`config.mk`:
```
export PLATFORM = sky130hd
export DESIGN_NAME = i2s_dac_tx_flat
export DESIGN_NICKNAME = d
export VERILOG_FILES = /design/src/rtl/i2s_dac_tx_if.sv /design/src/rtl/i2s_dac_tx.sv /design/src/flat_wrapper.sv
export SDC_FILE = /design/constraint.sdc
export NUM_CORES = 1
export LEC_CHECK = 0
export BUFFER_PORTS_ARGS = -buffer_cell sky130_fd_sc_hd__buf_2
export CAP_MARGIN = 10
export CORE_ASPECT_RATIO = 0.8
export CORE_MARGIN = 1.5
export CORE_UTILIZATION = 41
export CTS_BUF_LIST = sky130_fd_sc_hd__clkbuf_4
export DETAILED_ROUTE_END_ITERATION = 6
export SLEW_MARGIN = 10
export SYNTH_ARGS = -nofsm -noshare
export SYNTH_HDL_FRONTEND = slang
export SYNTH_SLANG_ARGS = --single-unit
```
`constraint.sdc`:
```
create_clock -name i_clk -period 1.76 [get_ports i_clk]
set_input_delay 0.176 -clock i_clk [delete_from_list [all_inputs] [get_ports i_clk]]
set_output_delay 0.176 -clock i_clk [all_outputs]
set_load 0.1 [all_outputs]
```
`src/rtl/i2s_dac_tx_if.sv`:
```
`default_nettype none
// ============================================================================
// Module      : i2s_dac_tx_if
// Description : PCM pair handshake bundle between the processing datapath
//               (master) and the I2S DAC serializer (slave).
// Revision    : 1.0 - initial release
// ============================================================================
interface i2s_dac_tx_if #(
    parameter int W = 16
);
    logic [W-1:0] i_left;   // left sample, two's complement
    logic [W-1:0] i_right;  // right sample, two's complement
    logic         i_valid;  // a sample pair is offered
    logic         o_ready;  // serializer can take a pair

    modport master (
        output i_left,
        output i_right,
        output i_valid,
        input  o_ready
    );

    modport slave (
        input  i_left,
        input  i_right,
        input  i_valid,
        output o_ready
    );
endinterface
`default_nettype wire

```
`src/rtl/i2s_dac_tx.sv`:
```
`default_nettype none
// ============================================================================
// Module      : i2s_dac_tx
// Description : Serializes stereo PCM pairs onto the WM8731 DACDAT line in
//               I2S format with the codec as bit/frame clock master. Holds
//               one pending pair behind a valid/ready handshake and counts
//               frames that start with nothing to send.
// Options     : I2S_DAC_TX_HOLD_LAST_EN - when defined, an underrun frame
//               repeats the last transmitted pair instead of sending zeros.
// Revision    : 1.0 - initial release
// ============================================================================
module i2s_dac_tx #(
    parameter int W      = 16,
    parameter int UCNT_W = 8
) (
    input  wire                i_clk,
    input  wire                i_rst,
    input  wire                i_daclrck,
    i2s_dac_tx_if.slave        pcm,
    output logic               o_dacdat,
    output logic               o_frame_start,
    output logic [UCNT_W-1:0]  o_underrun_cnt
);

    // ------------------------------------------------------------------
    // Constants
    // ------------------------------------------------------------------
    localparam int c_BCNT_W = (W > 2) ? $clog2(W) : 1;

    localparam logic [c_BCNT_W-1:0] c_BCNT_LAST = c_BCNT_W'(W - 1);
    localparam logic [UCNT_W-1:0]   c_UCNT_MAX  = '1;

    localparam logic [2:0] c_ST_IDLE    = 3'd0;
    localparam logic [2:0] c_ST_SHIFT_L = 3'd1;
    localparam logic [2:0] c_ST_PAD_L   = 3'd2;
    localparam logic [2:0] c_ST_SHIFT_R = 3'd3;
    localparam logic [2:0] c_ST_PAD_R   = 3'd4;

    // ------------------------------------------------------------------
    // Declarations
    // ------------------------------------------------------------------
    logic                r_lrck_d;
    logic                w_fe;
    logic                w_re;

    logic [2:0]          r_state;
    logic [2:0]          w_state_nxt;

    logic                r_pend_v;
    logic [W-1:0]        r_pend_l;
    logic [W-1:0]        r_pend_r;

    logic [W-1:0]        r_sh_l;
    logic [W-1:0]        r_sh_r;
    logic [W-1:0]        r_hold_r;
    logic [c_BCNT_W-1:0] r_bcnt;

    logic                r_dacdat;
    logic                r_frame_start;
    logic [UCNT_W-1:0]   r_ucnt;

    logic                w_ready;
    logic                w_accept;
    logic                w_bypass;
    logic                w_underrun;
    logic [W-1:0]        w_load_l;
    logic [W-1:0]        w_load_r;

    logic                w_frame_load;
    logic                w_right_load;
    logic                w_shift_l;
    logic                w_shift_r;
    logic                w_dacdat_nxt;

`ifdef I2S_DAC_TX_HOLD_LAST_EN
    logic [W-1:0]        r_last_l;
    logic [W-1:0]        r_last_r;
`endif

    // ------------------------------------------------------------------
    // LRCK edge detection
    // ------------------------------------------------------------------
    // Track LRCK every cycle, reset included, so releasing reset never
    // presents a stale level as an edge.
    always_ff @(posedge i_clk) begin
        r_lrck_d <= i_daclrck;
    end

    assign w_fe = r_lrck_d & ~i_daclrck;
    assign w_re = ~r_lrck_d & i_daclrck;

    // ------------------------------------------------------------------
    // Handshake
    // ------------------------------------------------------------------
    assign w_ready     = ~r_pend_v & ~i_rst;
    assign pcm.o_ready = w_ready;
    assign w_accept    = pcm.i_valid & w_ready;

    // A pair offered in the very cycle a frame is loaded with nothing
    // pending goes straight into the shifter instead of the pending slot.
    assign w_bypass    = w_frame_load & ~r_pend_v & pcm.i_valid;

    // Select the pair a frame-load would use: pending, bypass, or underrun fill.
    always_comb begin
        w_load_l   = '0;
        w_load_r   = '0;
        w_underrun = 1'b0;
        if (r_pend_v) begin
            w_load_l = r_pend_l;
            w_load_r = r_pend_r;
        end else if (pcm.i_valid) begin
            w_load_l = pcm.i_left;
            w_load_r = pcm.i_right;
        end else begin
            w_underrun = 1'b1;
`ifdef I2S_DAC_TX_HOLD_LAST_EN
            w_load_l   = r_last_l;
            w_load_r   = r_last_r;
`endif
        end
    end

    // Pending slot: filled on a non-bypass accept, drained by a frame-load.
    always_ff @(posedge i_clk) begin
        if (i_rst) begin
            r_pend_v <= 1'b0;
            r_pend_l <= '0;
            r_pend_r <= '0;
        end else if (w_frame_load && r_pend_v) begin
            r_pend_v <= 1'b0;
        end else if (w_accept && !w_bypass) begin
            r_pend_v <= 1'b1;
            r_pend_l <= pcm.i_left;
            r_pend_r <= pcm.i_right;
        end
    end

    // ------------------------------------------------------------------
    // Frame state machine
    // ------------------------------------------------------------------
    // State register.
    always_ff @(posedge i_clk) begin
        if (i_rst) begin
            r_state <= c_ST_IDLE;
        end else begin
            r_state <= w_state_nxt;
        end
    end

    // Next state and per-cycle datapath controls; the next DACDAT bit is
    // chosen here so the pin stays a plain register.
    always_comb begin
        w_state_nxt  = r_state;
        w_frame_load = 1'b0;
        w_right_load = 1'b0;
        w_shift_l    = 1'b0;
        w_shift_r    = 1'b0;
        w_dacdat_nxt = 1'b0;
        case (r_state)
            c_ST_IDLE: begin
                if (w_fe) begin
                    w_frame_load = 1'b1;
                    w_dacdat_nxt = w_load_l[W-1];
                    w_state_nxt  = c_ST_SHIFT_L;
                end
            end
            c_ST_SHIFT_L: begin
                // An early RE abandons the rest of the left word.
                if (w_re) begin
                    w_right_load = 1'b1;
                    w_dacdat_nxt = r_hold_r[W-1];
                    w_state_nxt  = c_ST_SHIFT_R;
                end else if (r_bcnt != '0) begin
                    w_shift_l    = 1'b1;
                    w_dacdat_nxt = r_sh_l[W-1];
                end else begin
                    w_state_nxt  = c_ST_PAD_L;
                end
            end
            c_ST_PAD_L: begin
                if (w_re) begin
                    w_right_load = 1'b1;
                    w_dacdat_nxt = r_hold_r[W-1];
                    w_state_nxt  = c_ST_SHIFT_R;
                end
            end
            c_ST_SHIFT_R: begin
                // An early FE abandons the rest of the right word.
                if (w_fe) begin
                    w_frame_load = 1'b1;
                    w_dacdat_nxt = w_load_l[W-1];
                    w_state_nxt  = c_ST_SHIFT_L;
                end else if (r_bcnt != '0) begin
                    w_shift_r    = 1'b1;
                    w_dacdat_nxt = r_sh_r[W-1];
                end else begin
                    w_state_nxt  = c_ST_PAD_R;
                end
            end
            c_ST_PAD_R: begin
                if (w_fe) begin
                    w_frame_load = 1'b1;
                    w_dacdat_nxt = w_load_l[W-1];
                    w_state_nxt  = c_ST_SHIFT_L;
                end
            end
            default: begin
                w_state_nxt = c_ST_IDLE;
            end
        endcase
    end

    // ------------------------------------------------------------------
    // Shift datapath
    // ------------------------------------------------------------------
    // The MSB leaves through r_dacdat in the load cycle, so the shifters
    // keep only the remaining bits and r_bcnt counts how many are left.
    always_ff @(posedge i_clk) begin
        if (i_rst) begin
            r_sh_l   <= '0;
            r_sh_r   <= '0;
            r_hold_r <= '0;
            r_bcnt   <= '0;
        end else if (w_frame_load) begin
            r_sh_l   <= {w_load_l[W-2:0], 1'b0};
            r_hold_r <= w_load_r;
            r_bcnt   <= c_BCNT_LAST;
        end else if (w_right_load) begin
            r_sh_r   <= {r_hold_r[W-2:0], 1'b0};
            r_bcnt   <= c_BCNT_LAST;
        end else if (w_shift_l) begin
            r_sh_l   <= {r_sh_l[W-2:0], 1'b0};
            r_bcnt   <= r_bcnt - 1'b1;
        end else if (w_shift_r) begin
            r_sh_r   <= {r_sh_r[W-2:0], 1'b0};
            r_bcnt   <= r_bcnt - 1'b1;
        end
    end

    // Registered serial output and frame-start marker.
    always_ff @(posedge i_clk) begin
        if (i_rst) begin
            r_dacdat      <= 1'b0;
            r_frame_start <= 1'b0;
        end else begin
            r_dacdat      <= w_dacdat_nxt;
            r_frame_start <= w_frame_load;
        end
    end

    // Saturating count of frames that found neither a pending nor an offered pair.
    always_ff @(posedge i_clk) begin
        if (i_rst) begin
            r_ucnt <= '0;
        end else if (w_frame_load && w_underrun && (r_ucnt != c_UCNT_MAX)) begin
            r_ucnt <= r_ucnt + 1'b1;
        end
    end

`ifdef I2S_DAC_TX_HOLD_LAST_EN
    // Remember the pair each frame started with; an underrun reloads it unchanged.
    always_ff @(posedge i_clk) begin
        if (i_rst) begin
            r_last_l <= '0;
            r_last_r <= '0;
        end else if (w_frame_load) begin
            r_last_l <= w_load_l;
            r_last_r <= w_load_r;
        end
    end
`endif

    assign o_dacdat       = r_dacdat;
    assign o_frame_start  = r_frame_start;
    assign o_underrun_cnt = r_ucnt;

endmodule
`default_nettype wire

```
`src/flat_wrapper.sv`:
```
// flat-port wrapper written by rule: the top's interface ports become plain ports
module i2s_dac_tx_flat 
#(
    parameter int W      = 16,
    parameter int UCNT_W = 8
)
  (i_clk, i_rst, i_daclrck, o_dacdat, o_frame_start, o_underrun_cnt, pcm_i_left, pcm_i_right, pcm_i_valid, pcm_o_ready);
  i2s_dac_tx_if #(.W(W)) pcm_i ();
  input  wire i_clk;
  input  wire i_rst;
  input  wire i_daclrck;
  output logic o_dacdat;
  output logic o_frame_start;
  output logic [UCNT_W-1:0] o_underrun_cnt;
  input wire logic [$bits(pcm_i.i_left)-1:0] pcm_i_left;
  input wire logic [$bits(pcm_i.i_right)-1:0] pcm_i_right;
  input wire logic [$bits(pcm_i.i_valid)-1:0] pcm_i_valid;
  output wire logic [$bits(pcm_i.o_ready)-1:0] pcm_o_ready;
  assign pcm_i.i_left = pcm_i_left;
  assign pcm_i.i_right = pcm_i_right;
  assign pcm_i.i_valid = pcm_i_valid;
  assign pcm_o_ready = pcm_i.o_ready;
  i2s_dac_tx #(.W(W), .UCNT_W(UCNT_W)) u_core (.i_clk(i_clk), .i_rst(i_rst), .i_daclrck(i_daclrck), .pcm(pcm_i), .o_dacdat(o_dacdat), .o_frame_start(o_frame_start), .o_underrun_cnt(o_underrun_cnt));
endmodule
```
==> results of run 1 <==
[cell type report]
cell class              count  area [um2]  area share [%]
clock buffers              11       82.58           1.457
clock inverters             5       55.05          0.9713
inverters                   7       26.28          0.4636
multi-input cells         404        2432           42.91
flip-flops and latches     97        1956           34.50
well taps                 140       175.2           3.091
repair buffers            117       940.9           16.60
[worst max-delay path by stage]
stage	start	endpoint	slack [ns]	depth (start not counted)
after floorplan	u_core.r_bcnt[0]	u_core.r_bcnt[3]	0.006	7
after global placement	u_core.r_state[1]	u_core.r_bcnt[2]	0.02	6
after detailed placement	u_core.r_bcnt[0]	u_core.r_sh_r[8]	-0.11	7
after CTS	u_core.r_bcnt[0]	u_core.r_sh_l[10]	-0.001	7
after global routing	u_core.r_lrck_d	u_core.r_sh_l[14]	-0.06	5
final	u_core.r_lrck_d	u_core.o_dacdat	0.003	6
[metrics by stage]
step | setup WS, ns | util [%] | cells
after global routing | -0.05696 | 54.91 | 781
after detailed placement | -0.1061 | 47.98 | 726
after floorplan | 0.006219 | - | 553
after CTS | -0.001215 | 52.95 | 776
final | 0.002904 | 54.91 | 781
after global placement | 0.02432 | 47.98 | 726
[cell families after synthesis]
kind of cell | Yosys count | synth area share, %
buffers and inverters | 52 | 4.857
flip-flops | 97 | 44.34
adder cells (fa/ha/maj) | 2 | 0.5713
multiplexers | 11 | 2.514
XOR/XNOR | 5 | 1.000
AO/OA/AOI/OAI | 93 | 15.63
AND/OR/NAND/NOR | 293 | 31.09
[layer usage]
layer | track usage [%] | routed length (um) | part of all wire [%] | vias up
met5 | 0 | 0 | 0 | -
met4 | 4.920 | 144 | 1.3 | 0
met2 | 30.52 | 4681 | 43 | 59
met3 | 4.665 | 332 | 3.1 | 12
met1 | 27.37 | 5614 | 52 | 1879
li1 | - | - | - | 2088
[what timing repair did]
| item | in CTS | in global routing |
|---|---|---|
| hold buffers | 33 | 0 |
| pin swaps | 2 | 11 |
| hold endpoints to repair | 33 | 0 |
| setup endpoints to repair | 22 | 63 |
| setup buffers | 1 | 5 |
| resized for setup | 8 | 37 |
| cloned | 0 | 0 |
[power by group through the flow]
stage / Sequential (uW) / Clock (uW) / Combinational (uW)
final: 2490 / 1220 / 1090
after global routing: 2520 / 1340 / 1200
after CTS: 2490 / 1260 / 984
after detailed placement: 2530 / 0 / 897
after global placement: 2530 / 0 / 875
after floorplan: 2530 / 0 / 582
[state kept, by name, indices dropped and copies added, names as in the netlist]
signal                 count
u_core.o_underrun_cnt      8
u_core.o_dacdat            1
u_core.r_sh_r             15
u_core.r_state             3
u_core.r_lrck_d            1
u_core.r_pend_v            1
u_core.r_pend_l           16
u_core.r_sh_l             15
u_core.r_pend_r           16
u_core.o_frame_start       1
u_core.r_bcnt              4
u_core.r_hold_r           16
[critical path, cell delays in order, from the launching register on]
cell	delay (ns)
sky130_fd_sc_hd__dfxtp_1	0.47
sky130_fd_sc_hd__nand2b_1	0.28
sky130_fd_sc_hd__nor4b_4	0.29
sky130_fd_sc_hd__buf_12	0.19
sky130_fd_sc_hd__buf_4	0.13
sky130_fd_sc_hd__a22oi_1	0.08
sky130_fd_sc_hd__a221oi_1	0.23
[synthesized netlist by cell type, drive strengths merged, types with 2 or more instances]
cell	n
nor3b	3
nor4	2
dfxtp	97
nand3b	35
a22oi	2
a211oi	45
or2	2
inv	7
nor3	23
nand4	3
a2111oi	3
nand2	128
mux2i	11
nor2	77
nor2b	2
nand2b	5
xnor2	4
a221oi	2
or3	4
o21ai	9
clkbuf	33
ha	2
and3	2
nand3	4
buf	12
a311oi	15
a21oi	11
==> results.json, run 1 <==
{
  "port_buffers": 46,
  "yosys_warnings": 0,
  "initial_core_util_pct": 42.42,
  "run_status": "finished, final reports clean",
  "flow.area_growth_from_synthesis_pct": 29.43,
  "worst_hold_startpoint": "pcm_i_valid",
  "clockPowerShare_pct": 25.5,
  "number_of_flops_mapped_to_enable_cells_by_yosys": 0,
  "rsz0062_at_grt": "yes",
  "globalRoute.totalOverflow": 0,
  "synthesis.instances": 553,
  "whs_path_depth": 3,
  "via_count": 4038,
  "reg2reg_setup_slack_ns": 0.003,
  "finalInstanceArea_um2": 5668,
  "path_class": "flip-flop to flip-flop",
  "chipHeight_um": 95.44,
  "grt_pass1_wl_um": 17770,
  "synth.distinct_cells": 46,
  "commonest_non_fill_non_tap_cell_in_the_layout": "sky130_fd_sc_hd__nand2_1",
  "p_comb_share_pct": 22.6,
  "clock-root-buffer": "sky130_fd_sc_hd__clkbuf_4",
  "finalMaxSlewViolations": 0,
  "routedWlPerCell_um": 13.79,
  "maxClockFrequency_ghz": 0.5691,
  "largest_net_degree_at_the_start_of_global_routing": 97,
  "whs_endpoint": "u_core.r_pend_v",
  "critPathCaptureType": "flip-flop",
  "critPathRequiredTime_ns": 2.14,
  "syn_area_per_cell_um2": 7.919,
  "fin_hold_ws_ns": 0.1574,
  "netlist_area_um2": 4379,
  "final_layout_size_suffix_gt1_share_pct": 23.24,
  "final_cell_mix": "sky130_fd_sc_hd__nand2_1 (128), sky130_fd_sc_hd__dfxtp_1 (86), sky130_fd_sc_hd__nor2_1 (71)",
  "tritoncts": "yes",
  "routabilityCongestion": 0.7821,
  "worstMarginPinSlew_ns": 0.4864,
  "p_per_area_nw_per_um2": 847.4,
  "fin_setup_tns_ns": 0,
  "post_synth_top_flop": "sky130_fd_sc_hd__dfxtp_1",
  "postSynth.asyncResetShare_pct": 0,
  "setup_viol_count_final": 0,
  "cts_buffers": 9,
  "grt_pass1_vias": 3702,
  "path_clk_slew_ns": 0.14,
  "switching_share_pct": 30.39,
  "total_power_uw": 4803,
  "number_of_nets_with_antenna_violations_after_detailed_routing": 0,
  "layout_worst_path_cycle_share_pct": 99.84,
  "die_area_um2": 11310,
  "intPower_uw": 3343,
  "final.fill_count": 994,
  "insertion_delay_ns": 0.47,
  "r2r_end": "u_core.o_dacdat",
  "number_of_antenna_violations_at_the_first_check_in_global_routing": 0,
  "dieWidth_um": 118.5,
  "drc": 0,
  "timing.rr.start": "u_core.r_lrck_d",
  "place_area_um2": 4952,
  "worst_setup_path_start_kind": "flip-flop",
  "synth_top_area_cell": "sky130_fd_sc_hd__dfxtp_1",
  "synth_sequential_area_ratio_pct": 44.34,
  "synthTopCellsByArea": "sky130_fd_sc_hd__dfxtp_1 (44%), sky130_fd_sc_hd__nand2_1 (11%), sky130_fd_sc_hd__a211oi_1 (7.7%)",
  "power.sequential.fraction_pct": 51.9,
  "clock-sinks": 97,
  "hold_path.class": "input pin to flip-flop",
  "floorplan.io_pins": 47,
  "max_cap_viol_count": 0,
  "cp.arrival_ns": 2.14,
  "drt_first_pass_iters": 4,
  "netSwitchingPower_uw": 1459,
  "antenna_cells": 0,
  "cts.htree.levels": 3,
  "final.min_clock_period_ns": 1.757,
  "yosysTopAreaCellShare_pct": 44.34,
  "irDropWorstVdd_mv": 0.4658,
  "post-dp-hpwl_um": 6703,
  "crit_fanout": 17,
  "slew_headroom_pct": 67.80,
  "track_usage_pct": 19.57,
  "num_rows": 33,
  "drtIter0Drc": 236,
  "postRouteWirelength_um": 10770,
  "finalNetCount": 674,
  "postSynthRegisterBits": 97,
  "finClkSkew_ns": 0.008574,
  "core-area_um2": 10320,
  "static-leakage-power_uw": 0.002207,
  "avgViaCountPerCell": 5.170,
  "cts_max_path_buffers": 2,
  "postSynthNetCount": 591,
  "rr_worst_depth": 6,
  "final_hold_viol_count": 0
}
No activity file was read; power rests on OpenSTA's default activity.
==> inputs of run 2 (changes only) <==
CTS_BUF_LIST = unset   (was sky130_fd_sc_hd__clkbuf_4)
==> run 2 against run 1 <==
  * Cell count is 4.1% lower
  * Clock power is 62% higher
  * Clock skew is 0.0050 ns lower
  * Non-clock buffer count is 32 lower
  * Routed wire length is 1.4% lower
  * Sequential share of layout area is 1.1 points higher
  * Hold slack worse by 0.13 ns
  * Die area stayed put
  * Combinational power is 7% lower
  * Via count is 3.1% lower
  * Flip-flop and latch count stayed put
  * Utilization is 1.7 points lower
  * Largest power group unchanged
==> results.json, run 2 (synthesis gave the netlist of run 1 again) <==
{
  "number_of_nets_with_antenna_violations_after_detailed_routing": 0,
  "routedWlPerCell_um": 14.18,
  "globalRoute.totalOverflow": 0,
  "tritoncts": "yes",
  "power.sequential.fraction_pct": 45.4,
  "numPlacedInstances": 726,
  "maxClockFrequency_ghz": 0.5757,
  "number_of_antenna_violations_at_the_first_check_in_global_routing": 0,
  "number_of_standard_cells_in_the_layout_taps_in_and_fillers_out": 749,
  "cts_buffers": 9,
  "final.min_clock_period_ns": 1.737,
  "cts.htree.levels": 3,
  "grt_pass1_wl_um": 17630,
  "dieWidth_um": 118.5,
  "max_cap_viol_count": 0,
  "finalNetCount": 642,
  "path_class": "flip-flop to flip-flop",
  "setup_viol_count_final": 0,
  "largestRegisters": "u_core.r_hold_r x16, u_core.r_pend_l x16, u_core.r_pend_r x16",
  "crit_fanout": 17,
  "flow.area_growth_from_synthesis_pct": 25.37,
  "clockPowerShare_pct": 36.1,
  "clock-sinks": 97,
  "switching_share_pct": 27.70,
  "worstMarginPinSlew_ns": 0.4863,
  "rsz0062_at_grt": "yes",
  "core-area_um2": 10320,
  "crit_path_top_delay_cell": "sky130_fd_sc_hd__dfxtp_1",
  "post-dp-hpwl_um": 6703,
  "initial_core_util_pct": 42.42,
  "intPower_uw": 3972,
  "avgViaCountPerCell": 5.223,
  "critPathRequiredTime_ns": 2.01,
  "detailedPlace.worstSlack_ns": -0.1061,
  "layout_worst_path_cycle_share_pct": 98.69,
  "final_layout_size_suffix_gt1_share_pct": 23.65,
  "floorplan.io_pins": 47,
  "p_per_area_nw_per_um2": 1000,
  "drtIter0Drc": 298,
  "grt_pass1_vias": 3659,
  "track_usage_pct": 19.42,
  "port_buffers": 46,
  "die_area_um2": 11310,
  "antenna_cells": 0,
  "chipHeight_um": 95.44,
  "drc": 0,
  "clock-root-buffer": "sky130_fd_sc_hd__clkbuf_16",
  "cp.arrival_ns": 1.99,
  "timing.critical_path.slowest_cell_delay_ns": 0.44,
  "run_status": "finished, final reports clean",
  "final_hold_viol_count": 0,
  "cts_max_path_buffers": 2,
  "hold_path.class": "input pin to flip-flop",
  "irDropWorstVdd_mv": 0.6604,
  "final_cell_mix": "sky130_fd_sc_hd__nand2_1 (128), sky130_fd_sc_hd__dfxtp_1 (86), sky130_fd_sc_hd__nor2_1 (72)",
  "post-route-worst-setup-slack_ns": 0.02307,
  "fin_hold_ws_ns": 0.03078,
  "p_comb_share_pct": 18.5,
  "commonest_non_fill_non_tap_cell_in_the_layout": "sky130_fd_sc_hd__nand2_1",
  "whs_path_depth": 3,
  "fin_util_pct": 53.19,
  "drt_first_pass_iters": 4,
  "final.fill_count": 1012,
  "routabilityCongestion": 0.7821,
  "finalMaxSlewViolations": 0,
  "rr_worst_depth": 6,
  "num_rows": 33,
  "netSwitchingPower_uw": 1521,
  "crit_chain": "nand2b_1 > nor4b_4 > buf_12 > buf_4 > a22oi_1 > a221oi_1",
  "postRouteWirelength_um": 10620,
  "via_count": 3912,
  "critPathCaptureType": "flip-flop",
  "static-leakage-power_uw": 0.002139,
  "largest_net_degree_at_the_start_of_global_routing": 97,
  "path_clk_slew_ns": 0.07,
  "insertion_delay_ns": 0.34,
  "finClkSkew_ns": 0.003530,
  "slew_headroom_pct": 67.80,
  "fin_setup_tns_ns": 0,
  "worst_setup_path_start_kind": "flip-flop"
}
==> run 2: stage by stage <==
| stage | power, uW | area, um2 |
|---|---|---|
| final | 5493 | 5490 |
| after global routing | 5760 | 5490 |
| after CTS | 5456 | 5299 |
| after detailed placement | 3427 | 4952 |
| after global placement | 3401 | 4952 |
| after floorplan | 3108 | 4395 |
==> run 2: what timing repair did <==
| item | in CTS | in global routing |
|---|---|---|
| resized for setup | 7 | 35 |
| pin swaps | 2 | 8 |
| buffers inserted | 1 | 5 |
| endpoints found under the hold margin | 1 | 0 |
| hold buffers | 1 | 0 |
| endpoints found under the setup margin | 21 | 63 |
==> run 2: layer usage <==
layer  global-route usage, %  routed length, um  share of wire [%]  vias up
li1                        -                  -                  -     2029
met5                       0                  0                  0        -
met3                   4.426                418                3.9        9
met4                   6.325                109                1.0        0
met2                   30.09               4546                 43       75
met1                   26.92               5549                 52     1799
==> run 2: power groups by stage <==
stage               logic [uW]  registers [uW]  clock network [uW]
floorplan                  582            2530                   0
finish                    1010            2500                1980
global placement           875            2530                   0
CTS                        928            2490                2040
detailed placement         897            2530                   0
global route              1120            2520                2120
==> run 2: final cells by class <==
cell class | count | area, um2 | share of cell area [%]
Multi-Input combinational cell | 404 | 2407 | 43.85
Sequential cell | 97 | 1956 | 35.62
Timing Repair Buffer | 85 | 628.1 | 11.44
Clock buffer | 12 | 246.5 | 4.490
Tap cell | 140 | 175.2 | 3.191
Clock inverter | 4 | 51.30 | 0.9344
Inverter | 7 | 26.28 | 0.4786
==> run 2: path summary, 6_finish.rpt <==
kind | start | endpoint | slack, ns
setup / recovery | u_core.r_lrck_d | u_core.o_dacdat | 0.02
hold / removal | pcm_i_left[5] | u_core.r_pend_l[5] | 0.03
setup reg to reg | u_core.r_lrck_d | u_core.o_dacdat | 0.02
hold reg to reg | u_core.r_pend_l[11] | u_core.r_pend_l[11] | 0.48
==> run 2: worst max-delay path: cells and delay by family, from the launching register on <==
family	cells	cell delay, ns
AND/OR/NAND/NOR	2	0.57
flip-flops	1	0.44
buffers and inverters	2	0.31
AO/OA/AOI/OAI	2	0.31
==> inputs of run 3 (changes only) <==
CORE_ASPECT_RATIO = 2   (was 0.8)
==> run 3 against run 2 <==
  * Sequential share of layout area is 0.45 points lower
  * Cell count is 0.27% lower
  * Global-route usage is 0.28 points lower
  * Critical path type unchanged
==> results.json, run 3 (synthesis gave the netlist of run 1 again) <==
{
  "run_status": "finished, final reports clean",
  "drc": 0,
  "setup_viol_count_final": 0,
  "worstMarginPinSlew_ns": 0.5246,
  "total_power_uw": 5769,
  "antenna_cells": 0,
  "path_clk_slew_ns": 0.07,
  "place_area_um2": 4876,
  "avgViaCountPerCell": 5.262,
  "die_area_um2": 11350,
  "fin_util_pct": 53.07,
  "num_rows": 53,
  "commonest_non_fill_non_tap_cell_in_the_layout": "sky130_fd_sc_hd__nand2_1",
  "largest_net_degree_at_the_start_of_global_routing": 50,
  "flow.area_growth_from_synthesis_pct": 26.97,
  "maxClockFrequency_ghz": 0.5689,
  "via_count": 3931,
  "slew_headroom_pct": 65.03,
  "power.sequential.fraction_pct": 43.2,
  "clockPowerShare_pct": 38.5,
  "finalMaxSlewViolations": 0,
  "worst_hold_startpoint": "pcm_i_left[3]",
  "finClkSkew_ns": 0.005339,
  "path_class": "flip-flop to flip-flop",
  "largestRegisters": "u_core.r_hold_r x16, u_core.r_pend_l x16, u_core.r_pend_r x16",
  "cts_max_path_buffers": 2,
  "timing.rr.start": "u_core.r_bcnt[1]",
  "postRouteWirelength_um": 10390,
  "static-leakage-power_uw": 0.002167,
  "final_hold_viol_count": 0,
  "routedWlPerCell_um": 13.90,
  "number_of_antenna_violations_at_the_first_check_in_global_routing": 0,
  "intPower_uw": 4240,
  "drt_first_pass_iters": 4,
  "cts_buffers": 9,
  "port_buffers": 46,
  "post-dp-hpwl_um": 6748,
  "final_layout_size_suffix_gt1_share_pct": 27.05,
  "initial_core_util_pct": 41.80,
  "grt_pass1_wl_um": 17740,
  "fin_setup_tns_ns": 0,
  "cp.arrival_ns": 1.96,
  "finalNetCount": 643,
  "critPathRequiredTime_ns": 1.97,
  "crit_fanout": 26,
  "final.min_clock_period_ns": 1.758,
  "critPathCaptureType": "flip-flop",
  "routabilityCongestion": 0.8346,
  "globalRoute.totalOverflow": 0,
  "clock-sinks": 97,
  "p_comb_share_pct": 18.2,
  "cts.htree.levels": 3,
  "number_of_nets_with_antenna_violations_after_detailed_routing": 0,
  "switching_share_pct": 26.51,
  "p_per_area_nw_per_um2": 1038,
  "irDropWorstVdd_mv": 0.7043,
  "critPathLaunch": "u_core.r_bcnt[1]",
  "track_usage_pct": 19.15,
  "floorplan.io_pins": 47,
  "chipHeight_um": 149.2,
  "finalInstanceArea_um2": 5560,
  "dieWidth_um": 76.08,
  "netSwitchingPower_uw": 1529,
  "hold_path.class": "input pin to flip-flop",
  "rsz0062_at_grt": "yes",
  "clock-root-buffer": "sky130_fd_sc_hd__clkbuf_16",
  "worst_setup_path_start_kind": "flip-flop",
  "final_cell_mix": "sky130_fd_sc_hd__nand2_1 (128), sky130_fd_sc_hd__dfxtp_1 (86), sky130_fd_sc_hd__nor2_1 (65)",
  "grt_pass1_vias": 3797,
  "layout_worst_path_cycle_share_pct": 99.87,
  "tritoncts": "yes",
  "max_cap_viol_count": 0,
  "core-area_um2": 10480,
  "insertion_delay_ns": 0.34,
  "drtIter0Drc": 243
}
## run 3: cell count changes in the layout (fill, tap and decap cells not counted), sizes merged
cell / delta
clkinv: +2
clkbuf: -3
bufinv: +2
buf: +1
clkinvlp: -1
## run 3: routing by layer
| metal | up-vias | global-route usage (%) | routed length (um) |
|---|---|---|---|
| li1 | 2027 | - | - |
| met1 | 1847 | 23.67 | 4619 |
| met2 | 46 | 33.51 | 5343 |
| met3 | 11 | 2.813 | 241 |
| met4 | 0 | 7.315 | 180 |
| met5 | - | 0 | 0 |
## run 3: area by class of cell
type	count	area [um2]
fillers	1068	4917
multi-input cells	404	2451
flip-flops and latches	97	1956
repair buffers	86	613.1
clock buffers	9	225.2
well taps	137	171.4
clock inverters	7	117.6
inverters	7	26.28
## run 3: path summary, 6_finish.rpt
path | to | slack [ns] | depth (start not counted)
setup / recovery | u_core.r_sh_r[10] | 0.002 | 9
hold / removal | u_core.r_pend_l[3] | 0.04 | 3
setup reg to reg | u_core.r_sh_r[10] | 0.002 | 9
hold reg to reg | u_core.r_pend_l[9] | 0.47 | 2
## run 3: what timing repair did
action	in CTS	in global routing
endpoints found under the setup margin	18	43
resized for setup	17	46
hold buffers	1	0
pin swaps	9	20
cloned	2	0
setup buffers	6	3
endpoints found under the hold margin	1	0
## run 3: power by group through the flow
stage                     combinational (uW)  clock (uW)  sequential, uW
after CTS                                959        2280            2480
after detailed placement                 863           0            2530
final                                   1050        2220            2490
after global placement                   847           0            2520
after global routing                    1170        2380            2520
after floorplan                          582           0            2530
## run 3: metrics by stage
step                      hold slack [ns]  worst slack (ns)  instances
final                             0.03503          0.002356        747
after global routing              0.03285          -0.09205        747
after CTS                         0.02362          -0.05777        745
after detailed placement           0.3443          -0.09009        720
after global placement             0.3432          -0.03374        720
after floorplan                    0.2037          0.006219        553
## run 3: worst max-delay path, stage by stage, from the launching register on
cell,delay (ns)
sky130_fd_sc_hd__dfxtp_2,0.33
sky130_fd_sc_hd__inv_2,0.06
sky130_fd_sc_hd__ha_4,0.14
sky130_fd_sc_hd__nor3b_4,0.26
sky130_fd_sc_hd__buf_4,0.17
sky130_fd_sc_hd__nor2_2,0.03
sky130_fd_sc_hd__a31o_2,0.28
sky130_fd_sc_hd__buf_12,0.17
sky130_fd_sc_hd__nor2_1,0.12
sky130_fd_sc_hd__a311oi_2,0.06
